### src/rtl/calc_cmd_sequencer.sv
// calc_cmd_sequencer
// Buffers keypad codes in a small FIFO and feeds them to the calculator core
// one at a time. Each code is shown on calc_cmd for a single clock and is
// followed by at least GAP NOP cycles. Issue stalls while the core is busy.
// On a core error, queued keys are discarded until a CLR (F) reaches the head.
//
// Ports:
//   clock       in   system clock, rising edge
//   reset       in   synchronous active-high reset
//   key_valid   in   key code offered by the keypad front-end
//   key_code    in   4-bit key code
//   key_ready   out  FIFO can accept (count < DEPTH)
//   calc_status in   core status: 0 ready, 1 busy, 2 error (3 treated as busy)
//   calc_cmd    out  registered command to the core, NOP_CODE when idle
//   issued      out  pulse coincident with a non-NOP calc_cmd
//   dropped     out  pulse after a queued key is discarded in error recovery
//   error_flag  out  high while holding in error recovery
//   fifo_count  out  current FIFO occupancy
module calc_cmd_sequencer #(
   parameter int         DEPTH    = 4,
   parameter int         GAP      = 1,
   parameter logic [3:0] NOP_CODE = 4'hD
) (
   input  logic                     clock,
   input  logic                     reset,
   input  logic                     key_valid,
   input  logic [3:0]               key_code,
   output logic                     key_ready,
   input  logic [1:0]               calc_status,
   output logic [3:0]               calc_cmd,
   output logic                     issued,
   output logic                     dropped,
   output logic                     error_flag,
   output logic [$clog2(DEPTH):0]   fifo_count
);

   localparam int PW = $clog2(DEPTH);
   localparam int CW = PW + 1;
   // Out-of-range GAP values are clamped into 1..7.
   localparam int GAP_EFF = (GAP < 1) ? 1 : ((GAP > 7) ? 7 : GAP);
   localparam logic [2:0]    GAP_LOAD   = 3'(GAP_EFF - 1);
   localparam logic [CW-1:0] FULL_COUNT = CW'(DEPTH);
   localparam logic [CW-1:0] COUNT_ONE  = CW'(1);
   localparam logic [PW-1:0] PTR_ONE    = PW'(1);
   localparam logic [3:0]    CLR_CODE   = 4'hF;

   typedef enum logic [1:0] {
      ST_IDLE     = 2'd0,
      ST_ISSUE    = 2'd1,
      ST_GAP      = 2'd2,
      ST_ERR_HOLD = 2'd3
   } state_t;

   state_t          state_r;
   state_t          state_s;
   logic [2:0]      gap_cnt_r;
   logic [2:0]      gap_cnt_s;
   logic [3:0]      mem_r [DEPTH];
   logic [PW-1:0]   wr_ptr_r;
   logic [PW-1:0]   rd_ptr_r;
   logic [CW-1:0]   count_r;
   logic [3:0]      calc_cmd_r;
   logic            issued_r;
   logic            dropped_r;
   logic            error_flag_r;
   logic [3:0]      head_s;
   logic            empty_s;
   logic            push_s;
   logic            pop_s;
   logic            drop_s;

   assign head_s  = mem_r[rd_ptr_r];
   assign empty_s = (count_r == {CW{1'b0}});
   // A NOP key completes the handshake but is never stored.
   assign push_s  = key_valid && key_ready && (key_code != NOP_CODE);
   // The head leaves the FIFO at the end of its ISSUE cycle or when discarded.
   assign pop_s   = (state_r == ST_ISSUE) || drop_s;

   // Next-state and error-recovery decisions.
   always_comb begin
      state_s   = state_r;
      gap_cnt_s = gap_cnt_r;
      drop_s    = 1'b0;
      case (state_r)
         ST_IDLE: begin
            if (calc_status == 2'd2) begin
               state_s = ST_ERR_HOLD;
            end else if (!empty_s && (calc_status == 2'd0)) begin
               state_s = ST_ISSUE;
            end else begin
               state_s = ST_IDLE;
            end
         end
         ST_ISSUE: begin
            state_s   = ST_GAP;
            gap_cnt_s = GAP_LOAD;
         end
         ST_GAP: begin
            if (gap_cnt_r == 3'd0) begin
               state_s = ST_IDLE;
            end else begin
               gap_cnt_s = gap_cnt_r - 3'd1;
            end
         end
         ST_ERR_HOLD: begin
            // CLR at the head wins; otherwise a core that recovered on its own
            // releases us; otherwise keep discarding stale keys.
            if (!empty_s && (head_s == CLR_CODE)) begin
               state_s = ST_ISSUE;
            end else if (calc_status == 2'd0) begin
               state_s = ST_IDLE;
            end else if (!empty_s) begin
               drop_s = 1'b1;
            end else begin
               state_s = ST_ERR_HOLD;
            end
         end
         default: begin
            state_s = ST_IDLE;
         end
      endcase
   end

   // State, FIFO bookkeeping and registered outputs.
   always_ff @(posedge clock) begin
      if (reset) begin
         state_r      <= ST_IDLE;
         gap_cnt_r    <= 3'd0;
         wr_ptr_r     <= {PW{1'b0}};
         rd_ptr_r     <= {PW{1'b0}};
         count_r      <= {CW{1'b0}};
         calc_cmd_r   <= NOP_CODE;
         issued_r     <= 1'b0;
         dropped_r    <= 1'b0;
         error_flag_r <= 1'b0;
      end else begin
         state_r   <= state_s;
         gap_cnt_r <= gap_cnt_s;
         if (push_s) begin
            wr_ptr_r <= wr_ptr_r + PTR_ONE;
         end
         if (pop_s) begin
            rd_ptr_r <= rd_ptr_r + PTR_ONE;
         end
         case ({push_s, pop_s})
            2'b10:   count_r <= count_r + COUNT_ONE;
            2'b01:   count_r <= count_r - COUNT_ONE;
            default: count_r <= count_r;
         endcase
         // The head cannot move on the edge entering ISSUE, so it is safe to
         // latch it here and show it for the whole ISSUE cycle.
         calc_cmd_r   <= (state_s == ST_ISSUE) ? head_s : NOP_CODE;
         issued_r     <= (state_s == ST_ISSUE);
         dropped_r    <= drop_s;
         error_flag_r <= (state_s == ST_ERR_HOLD);
      end
   end

   // FIFO storage; contents need no reset because the pointers define validity.
   always_ff @(posedge clock) begin
      if (push_s && !reset) begin
         mem_r[wr_ptr_r] <= key_code;
      end
   end

   assign key_ready  = (count_r < FULL_COUNT);
   assign calc_cmd   = calc_cmd_r;
   assign issued     = issued_r;
   assign dropped    = dropped_r;
   assign error_flag = error_flag_r;
   assign fifo_count = count_r;

endmodule
### config.mk
export PLATFORM = sky130hd
export DESIGN_NAME = calc_cmd_sequencer
export DESIGN_NICKNAME = d
export VERILOG_FILES = /design/src/rtl/calc_cmd_sequencer.sv
export SDC_FILE = /design/constraint.sdc
export NUM_CORES = 1
export LEC_CHECK = 0
export CAP_MARGIN = 10
export CORE_AREA = 2 2 59 61
export CTS_CLUSTER_DIAMETER = 200
export DETAILED_ROUTE_END_ITERATION = 10
export DIE_AREA = 0 0 61 63
export GPL_TIMING_DRIVEN = 0
export PLACE_DENSITY = 0.85
export SETUP_SLACK_MARGIN = 0.1
export SYNTH_ARGS = -nofsm -noshare
export SYNTH_HDL_FRONTEND = slang
export SYNTH_SLANG_ARGS = --single-unit
### constraint.sdc
create_clock -name clock -period 3 [get_ports clock]
set_input_delay 0.6 -clock clock [delete_from_list [all_inputs] [get_ports clock]]
set_output_delay 0.6 -clock clock [all_outputs]
set_load 0.02 [all_outputs]
* After elaboration in Yosys (flattened, before gate mapping)
Memories as Yosys holds them, arrays and structs flattened. A register that Yosys moved wholly into a read port is not among the register bits.
Index checks and enable logic that the tools add are counted.
** Storage, ports and cells
- Bits in registers :: 19
- Bits in writable memories :: 16
- Input bits :: 9
- Output and inout port bits :: 11
- Word-level logic and storage cells :: 62
- Memories :: 1
** Memory list
- mem_r :: words 4, width 4, rd ports 1, clocked after memory_dff 1, write ports 1, RTL line 58 : logic [3:0] mem_r [DEPTH];
** Cells by class
- Add/subtract/negate cells :: 5
- $lt $le $gt $ge :: 1
- Equality and inequality tests :: 11
- Multiplexer cells :: 18
- Bitwise operators :: 1
- Reduce and logical (&&, ||, !) cells :: 16
** Operator list (number)
- 2-bit 2-to-1 mux :: 7
- 3-bit one-hot mux with 2 select lines :: 2
- 2-bit equality test, second input constant :: 5
- 2-bit one-hot mux with 4 select lines :: 1
- 1-bit 2-to-1 mux :: 7
- 2-bit by 1-bit equality test with 1-bit output, second input constant :: 3
- 3-bit zero test :: 2
- 3-bit by 1-bit subtractor with 3-bit output, second input constant :: 2
- 1-bit logical AND :: 5
- 2-bit by 1-bit adder with 2-bit output, second input constant :: 2
- 4-bit equality test, second input constant :: 1
- 2-bit zero test :: 2
- 4-bit != test, second input constant :: 1
- 2-bit nonzero test :: 2
- 3-bit by 1-bit adder with 3-bit output, second input constant :: 1
- 3-bit < comparator, second input constant :: 1
- 3-bit 2-to-1 mux :: 1
- 1-bit zero test :: 2
- 2-bit != test, second input constant :: 1
- 2-bit AND reduction :: 1
- 2-bit OR reduction :: 1
- 1-bit logical OR :: 1
- 1-bit NOT :: 1

* Depth between registers and ports, before layout
Gate-level depths: netlist of the first run.
- Word-level depth :: 9
- Mapped depth :: 10
- Depth with buffers taken out :: 10

* Worst setup path after synthesis of the first run
No wires, ideal clock.
- Path kind :: register -> register
- Start point :: reg (tool-made name)
- End point :: reg count_r[2] (netlist: fifo_count[2])
- Setup time :: 0.070 ns
- Data arrival time :: 2.590 ns
- Data required time :: 2.930 ns
- Slack :: 0.340 ns
- Cell stages (with the launch flop) :: 11
- Buffers on the path :: 0
- Period minus slack after synthesis :: 2.660 ns
- Cells stage by stage :: dfxtp_1 > mux4_1 > and4_4 > o21a_1 > inv_1 > ha_1 > inv_1 > fa_1 > xor2_1 > or3_1 > a21oi_1
** RTL lines
- to (signal assigned) :: RTL line 131 : count_r <= {CW{1'b0}};
- to (signal assigned) :: RTL line 146 : 2'b10: count_r <= count_r + COUNT_ONE;
- to (signal assigned) :: RTL line 147 : 2'b01: count_r <= count_r - COUNT_ONE;
- to (decl) :: RTL line 61 : logic [CW-1:0] count_r;

==> results of run 1 <==
==> critical path, delay by kind of cell, from the launching register on <==
kind	cells	cell delay [ns]
muxes	1	0.53
AOI/OAI and AO/OA	2	0.37
adders and majority gates	2	0.54
and+or+nand+nor	2	0.52
DFF	1	0.40
buffers and inverters	2	0.13
xor gates and xnor gates	1	0.16
==> cell usage in the layout, fill, tap and decap left out, types with 2 or more instances in the layout <==
cell / count
mux4_2: 4
nor4b_1: 2
ha_1: 7
and2_1: 5
xnor2_1: 2
or3_1: 4
nand2_1: 3
nor3_1: 4
nand2b_1: 2
a31oi_1: 2
edfxtp_1: 16
o21ai_0: 7
inv_1: 13
dfxtp_1: 20
clkdlybuf4s50_1: 19
a21oi_1: 6
nor2_1: 19
clkbuf_4: 5
or2_1: 3
clkbuf_1: 2
xor2_1: 2
==> registers in the layout (all words and copies together) (netlist names), named ones only <==
name / cells
issued: 1
state_r: 2
calc_cmd: 4
rd_ptr_r: 2
dropped: 1
mem_r: 16
gap_cnt_r: 3
wr_ptr_r: 2
fifo_count: 3
error_flag: 1
==> power groups by stage <==
stage | Sequential (mW) | Combinational [mW] | Clock (mW)
3_3_place_gp | 0.660 | 0.394 | 0
4_1_cts | 0.655 | 0.420 | 0.358
6_report | 0.662 | 0.422 | 0.354
2_1_floorplan | 0.686 | 0.250 | 0
5_1_grt | 0.672 | 0.472 | 0.376
3_5_place_dp | 0.666 | 0.416 | 0
==> cells in the mapped netlist, drive strengths merged (3+ instances only) <==
master,count,share of area
o21ai,8,0.025
nor2,19,0.044
mux4,4,0.065
a21oi,6,0.019
inv,13,0.030
dfxtp,21,0.26
or3,4,0.016
nand2,3,0.0070
edfxtp,16,0.30
nor3,4,0.012
or2,3,0.012
and2,6,0.024
ha,7,0.054
==> what timing repair did <==
action / CTS / global route
endpoints found under the setup margin: 0 / 1
hold buffers: 0 / 0
gates resized for setup: 0 / 6
==> area by class of cell <==
cell class,instances,share of cell area
Tap cell,46,0.0298
Timing Repair Buffer,19,0.0984
Sequential cell,37,0.468
Multi-Input combinational cell,87,0.329
Buffer,2,0.00388
Inverter,14,0.0272
Clock buffer,5,0.0194
Clock inverter,3,0.0239
==> through the flow <==
stage          setup slack [ns]  utilization  power (mW)  TNS [ns]  cells
2_1_floorplan             0.340            -       0.936         0    140
3_3_place_gp             0.0380        0.576        1.05         0    205
3_5_place_dp            -0.0221        0.576        1.08   -0.0221    205
4_1_cts                   0.116        0.602        1.43         0    213
5_1_grt                   0.112        0.598        1.52         0    213
6_report                  0.276        0.598        1.44         0    213
==> layer usage <==
layer / track usage / routed length (um) / up-vias
met5: 0 / 0 / -
met4: 0.0571 / 42 / 0
met3: 0.0683 / 146 / 5
met2: 0.300 / 1480 / 35
met1: 0.183 / 1260 / 519
li1: - / - / 542
==> how the worst max path moves through the flow <==
stage,startpoint,to,slack (ns)
3_5_place_dp,calc_status[0],fifo_count[2]$_SDFFE_PP0P_,-0.02
2_1_floorplan,flip-flop,fifo_count[2]$_SDFFE_PP0P_,0.34
3_3_place_gp,calc_status[0],fifo_count[2]$_SDFFE_PP0P_,0.04
6_report,flip-flop,fifo_count[2]$_SDFFE_PP0P_,0.28
4_1_cts,flip-flop,fifo_count[2]$_SDFFE_PP0P_,0.12
5_1_grt,flip-flop,fifo_count[2]$_SDFFE_PP0P_,0.11
==> cell families after synthesis <==
group                    count (synthesis)
AND/OR/NAND/NOR                         50
adder cells (fa/ha/maj)                  8
AO/OA/AOI/OAI                           20
buffers and inverters                   16
XOR/XNOR                                 4
multiplexers                             5
flip-flops                              37
==> flow_summary.toml, run 1 <==
[global_routing]
grt_pass1_wl_um = 4790
gr-total-overflow = 0
antenna_found_initial = 0
grt_pass1_vias = 1110
track_usage = 0.172
grt_max_degree = 14

[sta]
finalCritPeriodShare = 0.908
rsz0062_at_grt = "false"
hold_ws_ns = 0.514
fin_skew_ns = 0.0146
fmax_mhz = 367
slew_violations = 0
setup_violations = 0
worst_pin_slew_ns = 0.459
fin_crit_ns = 2.72
relSlewSlack = 0.694
hold_viol = 0

[final_layout]
regArea_um2 = 905
syn_to_final_growth_pct = 19.9
multi_input_area_um2 = 637
antennaDiodeCount = 0
fin_area_um2 = 1930
final_net_count = 183
nFillCells = 273
drive_gt1_frac = 0.0898

[synth]
syn_area_um2 = 1610
yosys.area_share.xor_xnor = 0.0217
synth_cells = 140
synth_edf_count = 16
synth_fa_ha_area_frac = 0.0667
synth_compound_area_frac = 0.0721
synth_flop_cell = "dfxtp_1"
yosys.area_share.simple = 0.172
ys_ff_latch = 37
syn_nets = 157
synth_top_family_by_area = "simple AND/OR/NAND/NOR gates"
async_flop_share = 0
yosys_warnings = 0
syn_area_per_cell_um2 = 11.5
synth.distinct_cells = 35
muxShareOfSynthArea = 0.0714
ys_seq_area_frac = 0.559

[clock_network]
clockBufferDepth = 2
cts_tree = "yes"
clkTransAtPathRegs_ns = 0.12
cts_sinks = 37
clock-root-buffer = "clkbuf_4"
clock_latency_ns = 0.36
cts_setup_buffers = 0
cts_buffers = 5
htree_levels = 2

[routing]
wl_per_cell_um = 13.8
drt-initial-drc-count = 36
firstDrtPassIters = 4
finalWirelength_um = 2930
avgViaCountPerCell = 5.17
ant_nets = 0
vias = 1101
drc = 0

[setup_path]
worstSetupPathType = "flip-flop to flip-flop"
cp-start-kind = "flip-flop"
r2r-end = "fifo_count[2]$_SDFFE_PP0P_"
cp_max_fo = 4
max_stage_delay_ns = 0.53
crit_path_end_kind = "flip-flop"
rrSetupSlack_ns = 0.28
path_cells = "mux4_2 > and4_4 > o21a_1 > inv_1 > ha_1 > inv_1 > fa_1 > xor2_1 > or3_1 > a21oi_1"
reg2reg_depth = 10
cp.required_ns = 3.29
crit_top_cell = "inv_1"
worstPathArrival_ns = 3.02
critPathSlowestCell = "mux4_2"

[pwr]
peakVddDrop_mv = 0.391
pwr_density_cell_nw_per_um2 = 744
swShare = 0.323
p_switching_mw = 0.464
p_int_mw = 0.973
p_comb_frac = 0.293
p_leak_nw = 0.707
clkPwrFrac = 0.246
power_frac_seq = 0.461

[floorplanning]
num_rows = 21
die_w_um = 61
core_um2 = 3230
die-area_um2 = 3840
die_y_um = 63
ioPinCount = 20
initial_core_util = 0.499

[placed_design]
place.gp.congestion = 0.760
dpl-instance-area_um2 = 1860
dp_hpwl_um = 2200
portBuffers = 19

[hold_path]
worstHoldPathType = "flip-flop to flip-flop"
min_from = "rd_ptr_r[1]$_SDFFE_PP0P_"
hold_depth = 2

[status]
status = "finished clean"

[run]
drv_cap = 0
No activity file was read; power rests on OpenSTA's default activity.
==> run 2: changes to the inputs <==
--- a/config.mk
+++ b/config.mk
@@ -11,7 +11,9 @@
 export DETAILED_ROUTE_END_ITERATION = 10
 export DIE_AREA = 0 0 61 63
 export GPL_TIMING_DRIVEN = 0
+export HOLD_SLACK_MARGIN = 0.08
 export PLACE_DENSITY = 0.85
+export REMOVE_ABC_BUFFERS = 1
 export SETUP_SLACK_MARGIN = 0.1
 export SYNTH_ARGS = -nofsm -noshare
 export SYNTH_HDL_FRONTEND = slang
==> flow_summary.toml, run 2 (synthesis results as in run 1) <==
[global_routing]
grt_pass1_vias = 1087
track_usage = 0.160
grt_max_degree = 16
gr-total-overflow = 0
antenna_found_initial = 0
grt_pass1_wl_um = 4600

[routing]
ant_nets = 0
wl_per_cell_um = 13.4
vias = 1119
avgViaCountPerCell = 5.30
firstDrtPassIters = 4
drt-initial-drc-count = 60
drc = 0
finalWirelength_um = 2830

[floorplanning]
die-area_um2 = 3840
num_rows = 21
core_um2 = 3230
die_y_um = 63
initial_core_util = 0.499
die_w_um = 61
ioPinCount = 20

[hold_path]
hold_end = "rd_ptr_r[1]$_SDFFE_PP0P_"
min_from = "rd_ptr_r[1]$_SDFFE_PP0P_"
worstHoldPathType = "flip-flop to flip-flop"
hold_depth = 2

[pwr]
p_leak_nw = 0.694
pwr_density_cell_nw_per_um2 = 699
peakVddDrop_mv = 0.273

[clock_network]
clockBufferDepth = 2
clkTransAtPathRegs_ns = 0.11
clock-root-buffer = "clkbuf_4"
clock_latency_ns = 0.33
cts_buffers = 5
htree_levels = 2
cts_setup_buffers = 0
cts_tree = "yes"
cts_sinks = 37

[sta]
fin_skew_ns = 0.00461
setup_violations = 0
hold_viol = 0
worst_pin_slew_ns = 0.571
fin_setup_tns_ns = 0
finalCritPeriodShare = 0.928
fmax_mhz = 359
fin_crit_ns = 2.78
hold_ws_ns = 0.531
rsz0062_at_grt = "false"
relSlewSlack = 0.618
slew_violations = 0

[final_layout]
fin_area_um2 = 1900
antennaDiodeCount = 0
syn_to_final_growth_pct = 17.9
drive_gt1_frac = 0.0909
final_net_count = 181
largest_reg_flops = 16
final_cell_mix = "20 x dfxtp_1, 19 x nor2_1, 19 x clkdlybuf4s50_1, 16 x edfxtp_1, 13 x inv_1"
largest_register = "mem_r"
final_common_cell = "dfxtp_1"

[setup_path]
worstSetupPathType = "primary input to flip-flop"
crit_path_end_kind = "flip-flop"
rrSetupSlack_ns = 0.23
cp-start-kind = "primary input"
r2r-end = "fifo_count[2]$_SDFFE_PP0P_"
cp_max_fo = 6
reg2reg_depth = 10
cp.required_ns = 3.25
worstPathArrival_ns = 3.03

[placed_design]
dpl-instance-area_um2 = 1850
place.gp.congestion = 0.715
dp_hpwl_um = 2090
portBuffers = 19

[run]
drv_cap = 0

[status]
status = "finished clean"
## run 2: cell types whose count changed in the layout (fill, tap and decap cells not counted)
cell,previous run,this run
clkinvlp_4,1,0
clkbuf_1,2,0
bufinv_16,1,0
o21a_1,1,0
ha_2,0,1
o21a_4,0,1
clkinv_4,1,0
clkinv_2,0,1
ha_1,7,6
clkinv_1,1,3
## run 2: through the flow
step	setup slack, ns	instances	power [mW]	utilization
4_1_cts	0.136	211	1.33	0.589
5_1_grt	0.128	211	1.42	0.588
2_1_floorplan	0.340	138	0.933	-
3_3_place_gp	0.0221	203	1.05	0.573
3_5_place_dp	-0.107	203	1.08	0.573
6_report	0.217	211	1.33	0.588
## run 2: final cells by class
type                    count  area (um2)
well taps                  46        57.6
repair buffers             19         190
clock buffers               5        37.5
clock inverters             3        12.5
flip-flops and latches     37         905
inverters                  14        52.6
multi-input cells          87         647
fillers                   286        1330
## run 2: where the power goes
part / internal, mW / leakage, nW / switching (mW)
clock: 0.0848 / 0.0300 / 0.156
sequential: 0.598 / 0.317 / 0.0709
combinational: 0.205 / 0.347 / 0.214
## run 2: what timing repair did
action,CTS,global route
hold buffers,0,0
setup endpoints to repair,1,1
gates resized for setup,1,7
hold endpoints to repair,0,0
pin swaps,0,0
## run 2: worst max-delay path, cell delays in order
cell and delay [ns]:
clkdlybuf4s50_1 0.56, o21ai_0 0.15, nand2b_1 0.20, o21a_4 0.21, inv_1 0.06, ha_2 0.18
inv_1 0.05, fa_1 0.38, xor2_1 0.17, or3_1 0.31, a21oi_1 0.15
## run 2: routing by layer
layer	up-vias	wire length, um	track usage
met2	28	1420	0.266
li1	540	-	-
met4	0	34	0.0652
met5	-	0	0
met1	545	1270	0.190
met3	6	98	0.0455
## run 2: how the worst max path moves through the flow
stage / depth (start not counted) / endpoint / start / slack (ns)
after floorplan: 10 / fifo_count[2]$_SDFFE_PP0P_ / flip-flop / 0.34
after global routing: 10 / fifo_count[2]$_SDFFE_PP0P_ / flip-flop / 0.13
after global placement: 11 / fifo_count[2]$_SDFFE_PP0P_ / calc_status[0] / 0.02
after detailed placement: 11 / fifo_count[2]$_SDFFE_PP0P_ / calc_status[0] / -0.11
final: 11 / fifo_count[2]$_SDFFE_PP0P_ / calc_status[0] / 0.22
after CTS: 10 / fifo_count[2]$_SDFFE_PP0P_ / flip-flop / 0.14
==> run 3: changes to the inputs <==
--- a/config.mk
+++ b/config.mk
@@ -6,13 +6,13 @@
 export NUM_CORES = 1
 export LEC_CHECK = 0
 export CAP_MARGIN = 10
-export CORE_AREA = 2 2 59 61
+export CORE_AREA = 2 2 70 86
 export CTS_CLUSTER_DIAMETER = 200
 export DETAILED_ROUTE_END_ITERATION = 10
-export DIE_AREA = 0 0 61 63
+export DIE_AREA = 0 0 72 88
 export GPL_TIMING_DRIVEN = 0
 export HOLD_SLACK_MARGIN = 0.08
-export PLACE_DENSITY = 0.85
+export PLACE_DENSITY = 0.58
 export REMOVE_ABC_BUFFERS = 1
 export SETUP_SLACK_MARGIN = 0.1
 export SYNTH_ARGS = -nofsm -noshare
==> flow_summary.toml, run 3 (synthesis results as in run 1) <==
[routing]
vias = 1061
drc = 0
wl_per_cell_um = 12.3
finalWirelength_um = 2820
firstDrtPassIters = 4
avgViaCountPerCell = 4.63
ant_nets = 0
drt-initial-drc-count = 77

[placed_design]
dpl-instance-area_um2 = 1880
place.gp.congestion = 0.665
dp.cells = 221
portBuffers = 19
dp_hpwl_um = 2060

[final_layout]
drive_gt1_frac = 0.0970
nFillCells = 573
largest_register = "mem_r"
final_net_count = 181
largest_reg_flops = 16
syn_to_final_growth_pct = 23.1
regArea_um2 = 905
final_common_cell = "dfxtp_1"
final_cell_mix = "20 x dfxtp_1, 19 x nor2_1, 18 x clkdlybuf4s50_1, 16 x edfxtp_1, 13 x inv_1"
stdcell_count = 229
multi_input_area_um2 = 641
antennaDiodeCount = 0
fin_area_um2 = 1990

[pwr]
pwr_density_cell_nw_per_um2 = 759
totalPowerFinal_mw = 1.51
peakVddDrop_mv = 0.175
p_leak_nw = 0.727

[setup_path]
path_buf_inv = 2
crit_top_cell = "inv_1"
worstSetupPathType = "flip-flop to flip-flop"
crit_path_end_kind = "flip-flop"
cp_top_family = "simple AND/OR/NAND/NOR gates"
worstPathArrival_ns = 2.93
cp.required_ns = 3.22
path_cells = "mux4_2 > and4_4 > o21a_1 > inv_1 > ha_1 > inv_1 > fa_1 > xor2_1 > or3_1 > a21oi_2"
max_stage_delay_ns = 0.53
critPathSlowestCell = "mux4_2"
cp_max_fo = 4
cp-start-kind = "flip-flop"

[clock_network]
holdBufCountCts = 0
clock_latency_ns = 0.29
cts_buffers = 5
cts_tree = "yes"
htree_levels = 2
cts_sinks = 37
clock-root-buffer = "clkbuf_8"
cts_setup_buffers = 0
clkTransAtPathRegs_ns = 0.07
ctsResizeCount = 0
clockBufferDepth = 2

[floorplanning]
initial_core_util = 0.292
ioPinCount = 20
num_rows = 30
die-area_um2 = 6340
die_y_um = 88
core_um2 = 5520
die_w_um = 72

[global_routing]
antenna_found_initial = 0
grt_max_degree = 16
gr-total-overflow = 0
track_usage = 0.100
grt_pass1_wl_um = 4860
grt_pass1_vias = 1094

[hold_path]
worstHoldPathType = "flip-flop to flip-flop"

[sta]
finalCritPeriodShare = 0.904
setup_violations = 0
rsz0062_at_grt = "false"
hold_ws_ns = 0.494
worst_pin_slew_ns = 0.589
fin_skew_ns = 0.00443
fin_setup_tns_ns = 0
fin_crit_ns = 2.71
slew_violations = 0
hold_viol = 0
fmax_mhz = 369
relSlewSlack = 0.606

[status]
status = "finished clean"

[run]
drv_cap = 0
[run 3: path summary, 6_finish.rpt]
check             depth (start not counted)                startpoint                         end  slack [ns]
setup / recovery                         10                 flip-flop  fifo_count[2]$_SDFFE_PP0P_        0.29
hold / removal                            2  rd_ptr_r[1]$_SDFFE_PP0P_    rd_ptr_r[1]$_SDFFE_PP0P_        0.49
setup reg to reg                         10                 flip-flop  fifo_count[2]$_SDFFE_PP0P_        0.29
hold reg to reg                           2  rd_ptr_r[1]$_SDFFE_PP0P_    rd_ptr_r[1]$_SDFFE_PP0P_        0.49
[run 3: through the flow]
step,utilization,worst slack [ns]
after global placement,0.340,-0.0403
final,0.360,0.288
after CTS,0.361,0.100
after global routing,0.360,0.118
after detailed placement,0.340,-0.0595
after floorplan,-,0.340
[run 3: cell type report]
| class | instances | share of cell area |
|---|---|---|
| Multi-Input combinational cell | 87 | 0.323 |
| Clock inverter | 3 | 0.0233 |
| Timing Repair Buffer | 19 | 0.0970 |
| Tap cell | 64 | 0.0403 |
| Sequential cell | 37 | 0.456 |
| Inverter | 14 | 0.0265 |
| Clock buffer | 5 | 0.0347 |
[run 3: layer usage]
| layer | wire, um | track usage | vias to the layer above |
|---|---|---|---|
| li1 | - | - | 535 |
| met4 | 60 | 0.0515 | 0 |
| met1 | 1190 | 0.113 | 498 |
| met2 | 1470 | 0.173 | 22 |
| met3 | 105 | 0.0276 | 6 |
| met5 | 0 | 0 | - |
[run 3: power breakdown]
| part | switching, mW | internal (mW) |
|---|---|---|
| combinational | 0.211 | 0.198 |
| sequential | 0.0705 | 0.599 |
| clock | 0.181 | 0.249 |
| total | 0.462 | 1.04 |
[run 3: worst register-to-register path, delay by kind of cell, from the launching register on]
family / cells / cell delay, ns
xor gates and xnor gates: 1 / 0.16
buffers and inverters: 2 / 0.13
muxes: 1 / 0.53
DFF: 1 / 0.39
adders and majority gates: 2 / 0.54
AOI/OAI and AO/OA: 2 / 0.36
and+or+nand+nor: 2 / 0.54
